File: src/rtl/rtc_lector.sv
// RTC date/time reader: periodically sweeps hour/day/month/year over the RTC's
// multiplexed bus and commits all four BCD bytes atomically when they are valid.
module rtc_lector #(
  parameter int TPH    = 4,
  parameter int PERIOD = 1000000
) (
  input  logic       clk,
  input  logic       rst,
  input  logic       en,
  input  logic [7:0] bus_in,
  output logic [7:0] bus_out,
  output logic       bus_oe,
  output logic       cs_n,
  output logic       rd_n,
  output logic       wr_n,
  output logic       ad,
  output logic [7:0] fechah,
  output logic [7:0] fechad,
  output logic [7:0] fecham,
  output logic [7:0] fechaa,
  output logic       valid,
  output logic       err,
  output logic       busy
);

  localparam int CW = (PERIOD > 1) ? $clog2(PERIOD) : 1;
  localparam int SW = $clog2(TPH + 1);
  localparam logic [CW-1:0] CNT_MAX = CW'(PERIOD - 1);
  localparam logic [SW-1:0] STB_MAX = SW'(TPH - 1);

  localparam logic [3:0] S_IDLE  = 4'd0;
  localparam logic [3:0] S_A_SET = 4'd1;
  localparam logic [3:0] S_A_STB = 4'd2;
  localparam logic [3:0] S_A_HLD = 4'd3;
  localparam logic [3:0] S_GAP   = 4'd4;
  localparam logic [3:0] S_D_SET = 4'd5;
  localparam logic [3:0] S_D_STB = 4'd6;
  localparam logic [3:0] S_D_HLD = 4'd7;
  localparam logic [3:0] S_EVAL  = 4'd8;

  localparam logic [31:0] FECHA_RST = {8'h00, 8'h01, 8'h01, 8'h00};

  logic [3:0]      state_q, state_d;
  logic [SW-1:0]   stb_q, stb_d;
  logic [1:0]      idx_q, idx_d;
  logic [CW-1:0]   cnt_q, cnt_d;
  logic            pending_q, pending_d;
  logic [3:0][7:0] sh_q, sh_d;
  logic [3:0][7:0] fecha_q, fecha_d;
  logic            valid_q, valid_d;
  logic            err_q, err_d;
  logic            busy_q, busy_d;
  logic            cs_n_q, cs_n_d;
  logic            rd_n_q, rd_n_d;
  logic            wr_n_q, wr_n_d;
  logic            ad_q, ad_d;
  logic            bus_oe_q, bus_oe_d;
  logic [7:0]      bus_out_q, bus_out_d;

  logic wrap;
  logic start;
  logic stb_done;
  logic [7:0] addr_d;

  function automatic logic all_bcd(input logic [31:0] v);
    logic ok;
    ok = 1'b1;
    for (int i = 0; i < 8; i++) begin
      if (v[i*4 +: 4] > 4'd9) ok = 1'b0;
    end
    return ok;
  endfunction

  assign wrap     = (cnt_q == CNT_MAX);
  assign start    = (state_q == S_IDLE) && pending_q && en;
  assign stb_done = (stb_q == STB_MAX);

  // Tick counter and pending flag; a wrap always wins so no tick is ever lost.
  always_comb begin
    cnt_d     = wrap ? '0 : cnt_q + CW'(1);
    pending_d = pending_q;
    if (start) pending_d = 1'b0;
    if (wrap)  pending_d = 1'b1;
  end

  always_comb begin
    state_d = state_q;
    stb_d   = stb_q;
    idx_d   = idx_q;
    sh_d    = sh_q;
    fecha_d = fecha_q;
    valid_d = 1'b0;
    err_d   = 1'b0;
    case (state_q)
      S_IDLE: begin
        if (start) begin
          state_d = S_A_SET;
          idx_d   = 2'd0;
        end
      end
      S_A_SET: begin
        state_d = S_A_STB;
        stb_d   = '0;
      end
      S_A_STB: begin
        if (stb_done) begin
          state_d = S_A_HLD;
          stb_d   = '0;
        end else begin
          stb_d = stb_q + SW'(1);
        end
      end
      S_A_HLD: state_d = S_GAP;
      S_GAP:   state_d = S_D_SET;
      S_D_SET: begin
        state_d = S_D_STB;
        stb_d   = '0;
      end
      S_D_STB: begin
        if (stb_done) begin
          sh_d[idx_q] = bus_in;
          state_d     = S_D_HLD;
          stb_d       = '0;
        end else begin
          stb_d = stb_q + SW'(1);
        end
      end
      S_D_HLD: begin
        if (idx_q == 2'd3) begin
          state_d = S_EVAL;
          // Commit all four bytes together, or none of them.
          if (all_bcd(sh_q)) begin
            fecha_d = sh_q;
            valid_d = 1'b1;
          end else begin
            err_d = 1'b1;
          end
        end else begin
          idx_d   = idx_q + 2'd1;
          state_d = S_A_SET;
        end
      end
      S_EVAL:  state_d = S_IDLE;
      default: state_d = S_IDLE;
    endcase
  end

  // Bus pins are decoded from the next state so they leave the flops glitch-free.
  assign addr_d = 8'h23 + {6'd0, idx_d};

  always_comb begin
    cs_n_d    = 1'b1;
    rd_n_d    = 1'b1;
    wr_n_d    = 1'b1;
    ad_d      = 1'b0;
    bus_oe_d  = 1'b0;
    bus_out_d = 8'h00;
    case (state_d)
      S_A_SET, S_A_HLD: begin
        cs_n_d    = 1'b0;
        bus_oe_d  = 1'b1;
        bus_out_d = addr_d;
      end
      S_A_STB: begin
        cs_n_d    = 1'b0;
        bus_oe_d  = 1'b1;
        bus_out_d = addr_d;
        wr_n_d    = 1'b0;
      end
      S_D_SET, S_D_HLD: begin
        cs_n_d = 1'b0;
        ad_d   = 1'b1;
      end
      S_D_STB: begin
        cs_n_d = 1'b0;
        ad_d   = 1'b1;
        rd_n_d = 1'b0;
      end
      default: ;
    endcase
    busy_d = (state_d != S_IDLE);
  end

  always_ff @(posedge clk or negedge rst) begin
    if (!rst) begin
      state_q   <= S_IDLE;
      stb_q     <= '0;
      idx_q     <= 2'd0;
      cnt_q     <= '0;
      pending_q <= 1'b1;
      sh_q      <= '0;
      fecha_q   <= FECHA_RST;
      valid_q   <= 1'b0;
      err_q     <= 1'b0;
      busy_q    <= 1'b0;
      cs_n_q    <= 1'b1;
      rd_n_q    <= 1'b1;
      wr_n_q    <= 1'b1;
      ad_q      <= 1'b0;
      bus_oe_q  <= 1'b0;
      bus_out_q <= 8'h00;
    end else begin
      state_q   <= state_d;
      stb_q     <= stb_d;
      idx_q     <= idx_d;
      cnt_q     <= cnt_d;
      pending_q <= pending_d;
      sh_q      <= sh_d;
      fecha_q   <= fecha_d;
      valid_q   <= valid_d;
      err_q     <= err_d;
      busy_q    <= busy_d;
      cs_n_q    <= cs_n_d;
      rd_n_q    <= rd_n_d;
      wr_n_q    <= wr_n_d;
      ad_q      <= ad_d;
      bus_oe_q  <= bus_oe_d;
      bus_out_q <= bus_out_d;
    end
  end

  assign fechah  = fecha_q[0];
  assign fechad  = fecha_q[1];
  assign fecham  = fecha_q[2];
  assign fechaa  = fecha_q[3];
  assign valid   = valid_q;
  assign err     = err_q;
  assign busy    = busy_q;
  assign cs_n    = cs_n_q;
  assign rd_n    = rd_n_q;
  assign wr_n    = wr_n_q;
  assign ad      = ad_q;
  assign bus_oe  = bus_oe_q;
  assign bus_out = bus_out_q;

endmodule

File: config.mk
export PLATFORM = sky130hd
export DESIGN_NAME = rtc_lector
export DESIGN_NICKNAME = d
export VERILOG_FILES = /design/src/rtl/rtc_lector.sv
export SDC_FILE = /design/constraint.sdc
export NUM_CORES = 1
export LEC_CHECK = 0
export ABC_AREA = 1
export CAP_MARGIN = 5
export CORE_MARGIN = 3
export CORE_UTILIZATION = 50
export CTS_BUF_LIST = sky130_fd_sc_hd__clkbuf_8
export CTS_CLUSTER_DIAMETER = 60
export DETAILED_ROUTE_END_ITERATION = 8
export DONT_BUFFER_PORTS = 1
export SLEW_MARGIN = 25
export SYNTH_ARGS = -nofsm -noshare
export SYNTH_HDL_FRONTEND = slang
export SYNTH_SLANG_ARGS = --single-unit
File: constraint.sdc
create_clock -name clk -period 2.75 [get_ports clk]
set_clock_uncertainty 0.2 [all_clocks]
set_input_delay 0.55 -clock clk [delete_from_list [all_inputs] [get_ports clk]]
set_output_delay 0.55 -clock clk [all_outputs]
set_load 0.005 [all_outputs]
==> results of run 1 <==
==> where the power goes <==
part	leakage, uW	total [uW]	switching [uW]	internal (uW)
registers	0.00129	1980	182	1800
clock network	0.000108	1030	563	467
logic	0.00107	587	384	203
==> placed cells by master, fill, tap and decap left out, types with 2 or more instances in the layout <==
cell	netlist	final
xor2_1	9	9
inv_1	49	49
nand2_1	164	164
conb_1	1	4
nor2_1	48	48
ha_1	3	3
nor2_2	2	2
xnor2_1	2	2
o21ai_0	44	44
dfrtp_1	99	99
nand3_1	17	17
dfstp_2	6	6
nand4_1	36	36
a21oi_1	4	4
buf_4	6	5
nand3b_1	2	2
clkbuf_8	0	10
inv_6	0	2
==> logic make-up (layout without fill, tap and decap cells) <==
group	after synthesis	after routing	share of synthesized area
simple gates	277	277	0.2649
flops	105	105	0.5775
buf+inv	71	71	0.07156
compound gates	50	50	0.05594
xor+xnor	11	11	0.02111
fa+ha+maj	3	3	0.008227
other cells	1	4	0.0008218
==> sequential cells by signal (all words and copies together), names as in the netlist, 3 cells and up <==
signal and flops:
state_q 4, cnt_q 20, fechad 8, fechaa 8
fecham 8, fechah 8, stb_q 3, sh_q 32
bus_out 4
==> worst paths after layout <==
| path | cells after the start | slack, ps | start | endpoint |
|---|---|---|---|---|
| worst max-delay path | 8 | 750 | state_q[3] | fecham[1] |
| min in group clk | 2 | 210 | bus_in[7] | sh_q[23] |
| worst min-delay path | 0 | -330 | rst | cnt_q[9] |
| worst max register to register | 8 | 750 | state_q[3] | fecham[1] |
| max in group asynchronous | 0 | 2430 | rst | pending_q |
| worst min register to register | 2 | 280 | fecham[0] | fecham[0] |
==> layer usage <==
layer / wire (um) / share of wire
met5: 0 / 0
met3: 645 / 0.068
met1: 4421 / 0.47
met4: 93 / 0.0099
met2: 4277 / 0.45
==> per-stage QoR <==
step / total power (uW) / setup slack (ps) / cell area (sq um) / util
after detailed placement: 2603 / 746.6 / 4608 / 0.5233
after floorplan: 2448 / 1080 / 4574 / -
final: 3601 / 746.6 / 4828 / 0.5483
after CTS: 3638 / 717.4 / 4828 / 0.5483
after global placement: 2573 / 852.5 / 4608 / 0.5233
after global routing: 3848 / 494.2 / 4828 / 0.5483
==> cell type report <==
class                   count  area [sq um]
clock inverters             6         82.58
flip-flops and latches    105          2635
inverters                  50         187.7
fillers                   817          3978
multi-input cells         345          1613
well taps                 108         135.1
repair buffers              5         37.54
clock buffers              10         137.6
==> summary.md, run 1 <==
| Metric | Value |
|---|---|
| Commonest cells in the netlist | `nand2_1 (164), dfrtp_1 (99), inv_1 (49)` |
| Drt total wl | `9438 um` |
| IO Count | `just under 60` |
| Register area share after synthesis | `0.5775` |
| First-pass GRT wire length | `15610 um` |
| Cell Pwr Density | `around 750 mW/mm^2` |
| WP buf/inv | `2` |
| Arrival @ worst endpoint | `2060 ps` |
| Crit-path slowest cell | `dfrtp_1` |
| Worst endpoint required time | `2810 ps` |
| Via count | `3285` |
| Antenna diode count | `0` |
| Hold Path Class | `in2async` |
| Later-pin clock latency in the skew report | `370 ps` |
| Global Route Usage Sum | `0.1945` |
| Die height | `101.5 um` |
| CTS root buffer | `clkbuf_8` |
| Top cell family by delay on the critical path | `simple AND/OR/NAND/NOR gates` |
| Maximum VDD drop | `0.0004520 V` |
| Yosys warns | `0` |
| Residual DRC count | `0` |
| Die area | `just over 0.01 sq mm` |
| DP HPWL | `6499 um` |
| Count leader, synth | `nand2_1` |
| Setup Buffers After CTS | `0` |
| First-pass DRT Iterations | `5` |
| Site Rows | `34` |
| Synth area leaders | `dfrtp_1 (54%), nand2_1 (13%), nand4_1 (4.9%)` |
| Max-slew violations | `0` |
| Core Area | `0.008806 sq mm` |
| Detail Route Antenna Nets | `0` |
| Met1 GRT Util | `0.2844` |
| Clock Path Buffers | `2` |
| Status | `finished with violations` |
| Final hold viol count | `105` |
| Synth Instances | `518` |
| Violated checks | `negative hold slack` |
| Worst setup SP type | `flop` |
| Post-CTS resize count | `0` |
| Post-Route Setup TNS | `0 ps` |
| Average wire per standard cell | `15.00 um` |
| Post-route insts no fill | `roughly 630` |
| Crit end category | `flop` |
| Vias in the first global route | `3056` |
| Mean number of vias per cell | `between 5 and 6` |
| Setup repair after global routing missed its margin | `no` |
| Met2 Use GR | `0.2852` |
| Busiest grt layer | `met2` |
| Final setup vio count | `0` |
| Port Buffers | `0` |
| DRT iter0 DRCs | `154` |
| Max incr delay on CP | `410 ps` |
| Initial antenna violation count | `0` |
| Remaining global-route overflow | `0` |
| Tcrit/Tclk final | `0.7285` |
| Dominant cell type by area after synthesis | `dfrtp_1` |
| Avg Cell Area, Syn | `8.809 sq um` |
| Synth top area share | `0.5429` |
| Ordered cell list for the critical path | `inv_1 -> nand2_2 -> nor2_1 -> nand2_1 -> inv_2 -> nand3_4 -> nand2_1 -> nand2_1` |
| Max-Cap Viols | `0` |
| Htree depth | `3` |
| CP Class | `reg2reg` |
| Final Critical Period | `2003 ps` |
| Initial Util | `0.5182` |
| CP max FO | `33` |
| Largest net degree at the start of global routing | `approximately 110` |
| Pleak | `around 0.0025 uW` |
| Fin nets | `530` |
| Main synth FF type | `dfrtp_1` |
| FF+latch count, synth | `between 100 and 150` |
| Post-synth EDFFs | `0` |
| Layout cells sized above 1 | `0.06526` |
| Die X-Extent | `approximately 100 um` |
| CTS tree | `yes` |
| Distinct cells, synth | `29` |
| Async SR Flop Fraction | `1.000` |
| CTS Sinks | `105` |
| Mapped Area | `0.004563 sq mm` |
| Hold slack | `-333.2 ps` |
| Total clock buffers created by CTS | `9` |
| Fmax | `0.4991 GHz` |
| Most used cell, CP | `nand2_1` |
| Placer Congestion | `0.8564` |
| Post-placement cell count | `613` |
| Synth-to-layout area growth | `5.813%` |
| Met3 Usage GRT | `0.05647` |
| Clock transition at path regs | `between 100 and 150 ps` |
Note: power is estimated with default switching activity, not from simulation.
==> run 2: changes to the inputs <==
==> constraint.sdc (replaced) <==
create_clock -name clk -period 1.9 [get_ports clk]
set_clock_uncertainty 0.2 [all_clocks]
set_input_delay 0.38 -clock clk [delete_from_list [all_inputs] [get_ports clk]]
set_output_delay 0.38 -clock clk [all_outputs]
set_load 0.005 [all_outputs]
==> summary.md, run 2 (synthesis gave the netlist of run 1 again) <==
| Metric | Value |
|---|---|
| Status | `finished with violations` |
| Violated checks | `negative hold slack` |
| Final setup vio count | `0 (unchanged)` |
| CP Class | `reg2reg` |
| Initial Util | `0.5182 (unchanged)` |
| Site Rows | `34 (unchanged)` |
| Port Buffers | `0 (unchanged)` |
| Htree depth | `3 (unchanged)` |
| Largest net degree at the start of global routing | `106 (unchanged)` |
| Post-Route Setup TNS | `0 ps (unchanged)` |
| Reg with most FFs | `sh_q` |
| Final hold viol count | `105 (unchanged)` |
| Worst slack, placed | `115.1 ps (-631.5 ps)` |
| Later-pin clock latency in the skew report | `360 ps (about the same)` |
| Max-Cap Viols | `0 (unchanged)` |
| DP HPWL | `6622 um (+1.9%)` |
| Largest regs | `sh_q: 32 flops, cnt_q: 20 flops` |
| Clock transition at path regs | `110 ps (about the same)` |
| Worst endpoint required time | `1980 ps (-830 ps)` |
| Setup repair after global routing missed its margin | `yes` |
| Remaining global-route overflow | `0 (unchanged)` |
| Tcrit/Tclk final | `0.9412 (+0.2127)` |
| Wl on met1 | `4307 um (-2.6%)` |
| Residual DRC count | `0 (unchanged)` |
| Total clock buffers created by CTS | `9 (unchanged)` |
| Final Critical Period | `1788 ps (-215.1 ps)` |
| Hold slack | `-491.9 ps (-158.7 ps)` |
| Highest metal used | `met4` |
| Mean number of vias per cell | `5.182 (-0.77%)` |
| Setup Buffers After CTS | `0 (unchanged)` |
| CP max FO | `16 (-52%)` |
| Final WS setup | `111.6 ps (-634.9 ps)` |
| Vias in the first global route | `3206 (+4.9%)` |
| Max FFs per register | `32 (unchanged)` |
| Synth-to-layout area growth | `7.047%` |
| Critical Path Start | `stb_q[0]` |
| Detail Route Antenna Nets | `0 (unchanged)` |
| Cell Pwr Density | `1042 mW/mm^2 (+40%)` |
| Initial antenna violation count | `0 (unchanged)` |
| Die area | `0.01031 sq mm (unchanged)` |
| Worst setup SP type | `flop` |
| CTS Sinks | `105 (unchanged)` |
| Reg2reg start | `stb_q[0]` |
| Placer Congestion | `0.8815 (+2.9%)` |
| Commonest cells after routing, fill and taps aside | `nand2_1 (163), dfrtp_1 (99), inv_1 (49), nor2_1 (47), o21ai_0 (43)` |
| Filler cells | `821 (+0.49%)` |
| Die height | `101.5 um (unchanged)` |
| Fin nets | `538 (+1.5%)` |
| CTS root buffer | `clkbuf_8` |
| Commonest non-fill, non-tap cell in the layout | `nand2_1` |
| CTS tree | `yes` |
| Maximum VDD drop | `0.0007194 V (+59%)` |
| Pleak | `0.002510 uW (+1.4%)` |
| DRT iter0 DRCs | `143 (-7.1%)` |
| Via count | `3301 (+0.49%)` |
| Drt total wl | `9365 um (-0.77%)` |
| First-pass GRT wire length | `15660 um (+0.27%)` |
| Hold Path Class | `in2async` |
| IO Count | `59 (unchanged)` |
| Die X-Extent | `101.5 um (unchanged)` |
| Met2 WL | `4431 um (+3.6%)` |
| Average wire per standard cell | `14.70 um (-2.0%)` |
| Clock Path Buffers | `2 (unchanged)` |
| Max-slew violations | `0 (unchanged)` |
| Layout cells sized above 1 | `0.08318 (+0.01792)` |
| Arrival @ worst endpoint | `1870 ps (-190 ps)` |
| Antenna diode count | `0 (unchanged)` |
| Core Area | `0.008806 sq mm (unchanged)` |
| Fmax | `0.5592 GHz (+12%)` |
| First-pass DRT Iterations | `5 (unchanged)` |
| Global Route Usage Sum | `0.1941 (-0.0003767)` |
| WL met3 | `560 um (-13%)` |
| Crit end category | `flop` |
-- run 2: power by group --
| part | internal [uW] | total [uW] | switching (uW) |
|---|---|---|---|
| Clock | 547 | 1350 | 798 |
| Combinational | 320 | 874 | 554 |
| Sequential | 2610 | 2870 | 261 |
-- run 2: path summary, 6_finish.rpt --
check                       endpoint  slack [ps]  cells after the start
setup / recovery             sh_q[8]         110                      5
hold / removal              cnt_q[3]        -490                      0
setup reg to reg             sh_q[8]         110                      5
hold reg to reg            pending_q         280                      2
max in group asynchronous  fecham[0]        1740                      0
min in group clk            sh_q[31]          40                      2
-- run 2: metrics by stage --
step                power [uW]  instance area, sq um    util  std cells  hold WS, ps
floorplan                 3542                  4574       -        521       -115.6
global placement          3744                  4681  0.5315        621       -112.9
detailed placement        3792                  4681  0.5315        621       -111.9
CTS                       5155                  4880  0.5541        637       -524.2
global route              5460                  4885  0.5547        637       -541.2
finish                    5090                  4885  0.5547        637       -491.9
-- run 2: layout make-up --
type,instances,area [sq um],share of cell area
Clock buffer,10,137.6,0.02818
Clock inverter,6,61.31,0.01255
Inverter,50,187.7,0.03842
Multi-Input combinational cell,345,1618,0.3312
Sequential cell,105,2635,0.5394
Tap cell,108,135.1,0.02766
Timing Repair Buffer,13,110.1,0.02254
-- run 2: critical path, cell delays in order (launching register included) --
cell and delay [ps]:
dfrtp_1 370, ha_1 170, nand2_1 140, nor3_4 220
nand2_1 330, o21ai_0 270
-- run 2: per-layer routing --
layer | vias to the layer above | global-route usage
li1 | 1660 | -
met5 | - | 0
met1 | 1557 | 0.2791
met2 | 79 | 0.2998
met4 | 0 | 0.04294
met3 | 5 | 0.04821
-- run 2: repair_timing --
item	4_1_cts	5_1_grt
setup endpoints to repair	0	27
resized for setup	0	3
hold endpoints to repair	105	105
==> run 3: changes to the inputs <==
--- a/config.mk
+++ b/config.mk
@@ -13,6 +13,7 @@
 export CTS_CLUSTER_DIAMETER = 60
 export DETAILED_ROUTE_END_ITERATION = 8
 export DONT_BUFFER_PORTS = 1
+export SETUP_SLACK_MARGIN = 0.2
 export SLEW_MARGIN = 25
 export SYNTH_ARGS = -nofsm -noshare
 export SYNTH_HDL_FRONTEND = slang
==> constraint.sdc (replaced) <==
create_clock -name clk -period 1.9 [get_ports clk]
set_clock_uncertainty 0.2 [all_clocks]
set_input_delay 0.38 -clock clk [delete_from_list [all_inputs] [get_ports clk]]
set_output_delay 0.38 -clock clk [all_outputs]
set_load 0.01 [all_outputs]
==> summary.md, run 3 (synthesis gave the netlist of run 1 again) <==
| Metric | Value |
|---|---|
| Initial Util | `0.5182 (unchanged)` |
| Remaining global-route overflow | `0 (unchanged)` |
| Setup repair after global routing missed its margin | `yes` |
| Mean number of vias per cell | `5.210 (+0.54%)` |
| Final Util | `0.5833 (+0.02856)` |
| Clock transition at path regs | `110 ps (about the same)` |
| Site Rows | `34 (unchanged)` |
| Worst endpoint required time | `2000 ps (+20 ps)` |
| Placer Congestion | `0.8804 (-0.12%)` |
| IO Count | `59 (unchanged)` |
| Crit-path slowest cell | `dfrtp_2` |
| Arrival @ worst endpoint | `1740 ps (-130 ps)` |
| Synth-to-layout area growth | `12.56%` |
| Cell Pwr Density | `1071 mW/mm^2 (+2.8%)` |
| Hold slack | `-495.7 ps (-3.832 ps)` |
| Global Route Usage Sum | `0.1960 (+0.001921)` |
| Tcrit/Tclk final | `0.8592 (-0.08199)` |
| Fmax | `0.6125 GHz (+9.5%)` |
| Max FFs per register | `32 (unchanged)` |
| Fin nets | `548 (+1.9%)` |
| CTS root buffer | `clkbuf_8` |
| DP HPWL | `6706 um (+1.3%)` |
| CTS tree | `yes` |
| Detail Route Antenna Nets | `0 (unchanged)` |
| Total clock buffers created by CTS | `9 (unchanged)` |
| Final Critical Period | `1633 ps (-155.8 ps)` |
| Worst setup SP type | `flop` |
| Reg with most FFs | `sh_q` |
| Port Buffers | `0 (unchanged)` |
| Later-pin clock latency in the skew report | `370 ps (about the same)` |
| Die X-Extent | `101.5 um (unchanged)` |
| Die height | `101.5 um (unchanged)` |
| Max-slew violations | `0 (unchanged)` |
| CP Class | `reg2reg` |
| WP buf/inv | `2 (+2)` |
| Worst R2R Setup Slack | `270 ps (+160 ps)` |
| Status | `finished with violations` |
| Drt total wl | `9817 um (+4.8%)` |
| CP max FO | `5 (-11)` |
| Antenna diode count | `0 (unchanged)` |
| Ordered cell list for the critical path | `nor2_4 -> nand2_1 -> nor2_2 -> inv_2 -> nand3_1 -> o21ai_2 -> inv_1 -> ha_1 -> nor2_1` |
| Post-Route Setup TNS | `0 ps (unchanged)` |
| Hold Path Class | `in2async` |
| Max incr delay on CP | `470 ps (+100 ps)` |
| Via count | `3371 (+2.1%)` |
| DRT iter0 DRCs | `135 (-5.6%)` |
| Residual DRC count | `0 (unchanged)` |
| Final setup vio count | `0 (unchanged)` |
| Violated checks | `negative hold slack` |
| Filler cells | `814 (-0.85%)` |
| Average wire per standard cell | `15.17 um (+3.2%)` |
| Max-Cap Viols | `0 (unchanged)` |
| Final hold viol count | `105 (unchanged)` |
| Commonest cells after routing, fill and taps aside | `nand2_1 (154), dfrtp_1 (96), inv_1 (45), nor2_1 (43), nand4_1 (36)` |
| Largest net degree at the start of global routing | `106 (unchanged)` |
| Top cell family by delay on the critical path | `simple AND/OR/NAND/NOR gates` |
| Commonest non-fill, non-tap cell in the layout | `nand2_1` |
| Maximum VDD drop | `0.0006634 V (-7.8%)` |
| Largest regs | `sh_q: 32 flops, cnt_q: 20 flops` |
| Core Area | `0.008806 sq mm (unchanged)` |
| Vias in the first global route | `3220 (+0.44%)` |
| Pleak | `0.002601 uW (+3.7%)` |
| Layout cells sized above 1 | `0.1484 (+0.06525)` |
| CTS Sinks | `105 (unchanged)` |
| Crit end category | `flop` |
| Clock Path Buffers | `2 (unchanged)` |
| Die area | `0.01031 sq mm (unchanged)` |
| Htree depth | `3 (unchanged)` |
| Initial antenna violation count | `0 (unchanged)` |
| First-pass GRT wire length | `15850 um (+1.2%)` |
| First-pass DRT Iterations | `4 (-1)` |
## run 3: worst paths after layout
path                            depth (start not counted)    endpoint       start
worst min register to register                          2   pending_q   pending_q
worst max-delay path                                    9  bus_out[1]  state_q[1]
worst max register to register                          9  bus_out[1]  state_q[1]
max in group asynchronous                               0        cs_n         rst
worst min-delay path                                    0    sh_q[23]         rst
min in group clk                                        2    sh_q[31]   bus_in[7]
## run 3: report_power, final
part / leakage [uW] / internal (uW) / switching [uW]
Sequential: 0.00129 / 2620 / 318
Combinational: 0.00120 / 416 / 676
Clock: 0.000107 / 648 / 826
Total: 0.00260 / 3680 / 1820
## run 3: worst register-to-register path, stage by stage, from the launching register on
cell	delay (ps)
dfrtp_2	470
nor2_4	120
nand2_1	70
nor2_2	140
inv_2	60
nand3_1	80
o21ai_2	70
inv_1	60
ha_1	220
nor2_1	90
## run 3: per-stage QoR
| step | total power [uW] | hold slack (ps) | setup WS, ps | cell area [sq um] | std cells |
|---|---|---|---|---|---|
| floorplan | 3576 | -115.6 | 229.9 | 4574 | 521 |
| global placement | 3777 | -112.8 | 121.1 | 4681 | 621 |
| detailed placement | 3828 | -111.4 | 78.90 | 4681 | 621 |
| CTS | 5334 | -523.1 | 92.71 | 4926 | 637 |
| global route | 5865 | -530.8 | 142.6 | 5136 | 647 |
| finish | 5500 | -495.7 | 267.4 | 5136 | 647 |
## run 3: area by class of cell
class | instances | area, sq um | area share
sequential | 105 | 2639 | 0.5138
timing repair buffer | 22 | 192.7 | 0.03752
clock inverter | 7 | 98.84 | 0.01924
multi-input combinational | 346 | 1759 | 0.3425
inverter | 50 | 187.7 | 0.03654
tap | 108 | 135.1 | 0.02631
clock buffer | 9 | 123.9 | 0.02412
## run 3: layer usage
layer,track usage,share of wire
met5,0,0
met4,0.03681,0.0065
met3,0.05028,0.057
met2,0.3038,0.48
met1,0.2830,0.46
## run 3: what timing repair did
action | CTS | global route
hold endpoints to repair | 105 | 105
setup buffers | 0 | 9
resized for setup | 9 | 45
setup endpoints to repair | 66 | 83
pin swaps | 0 | 10
cloned | 0 | 1
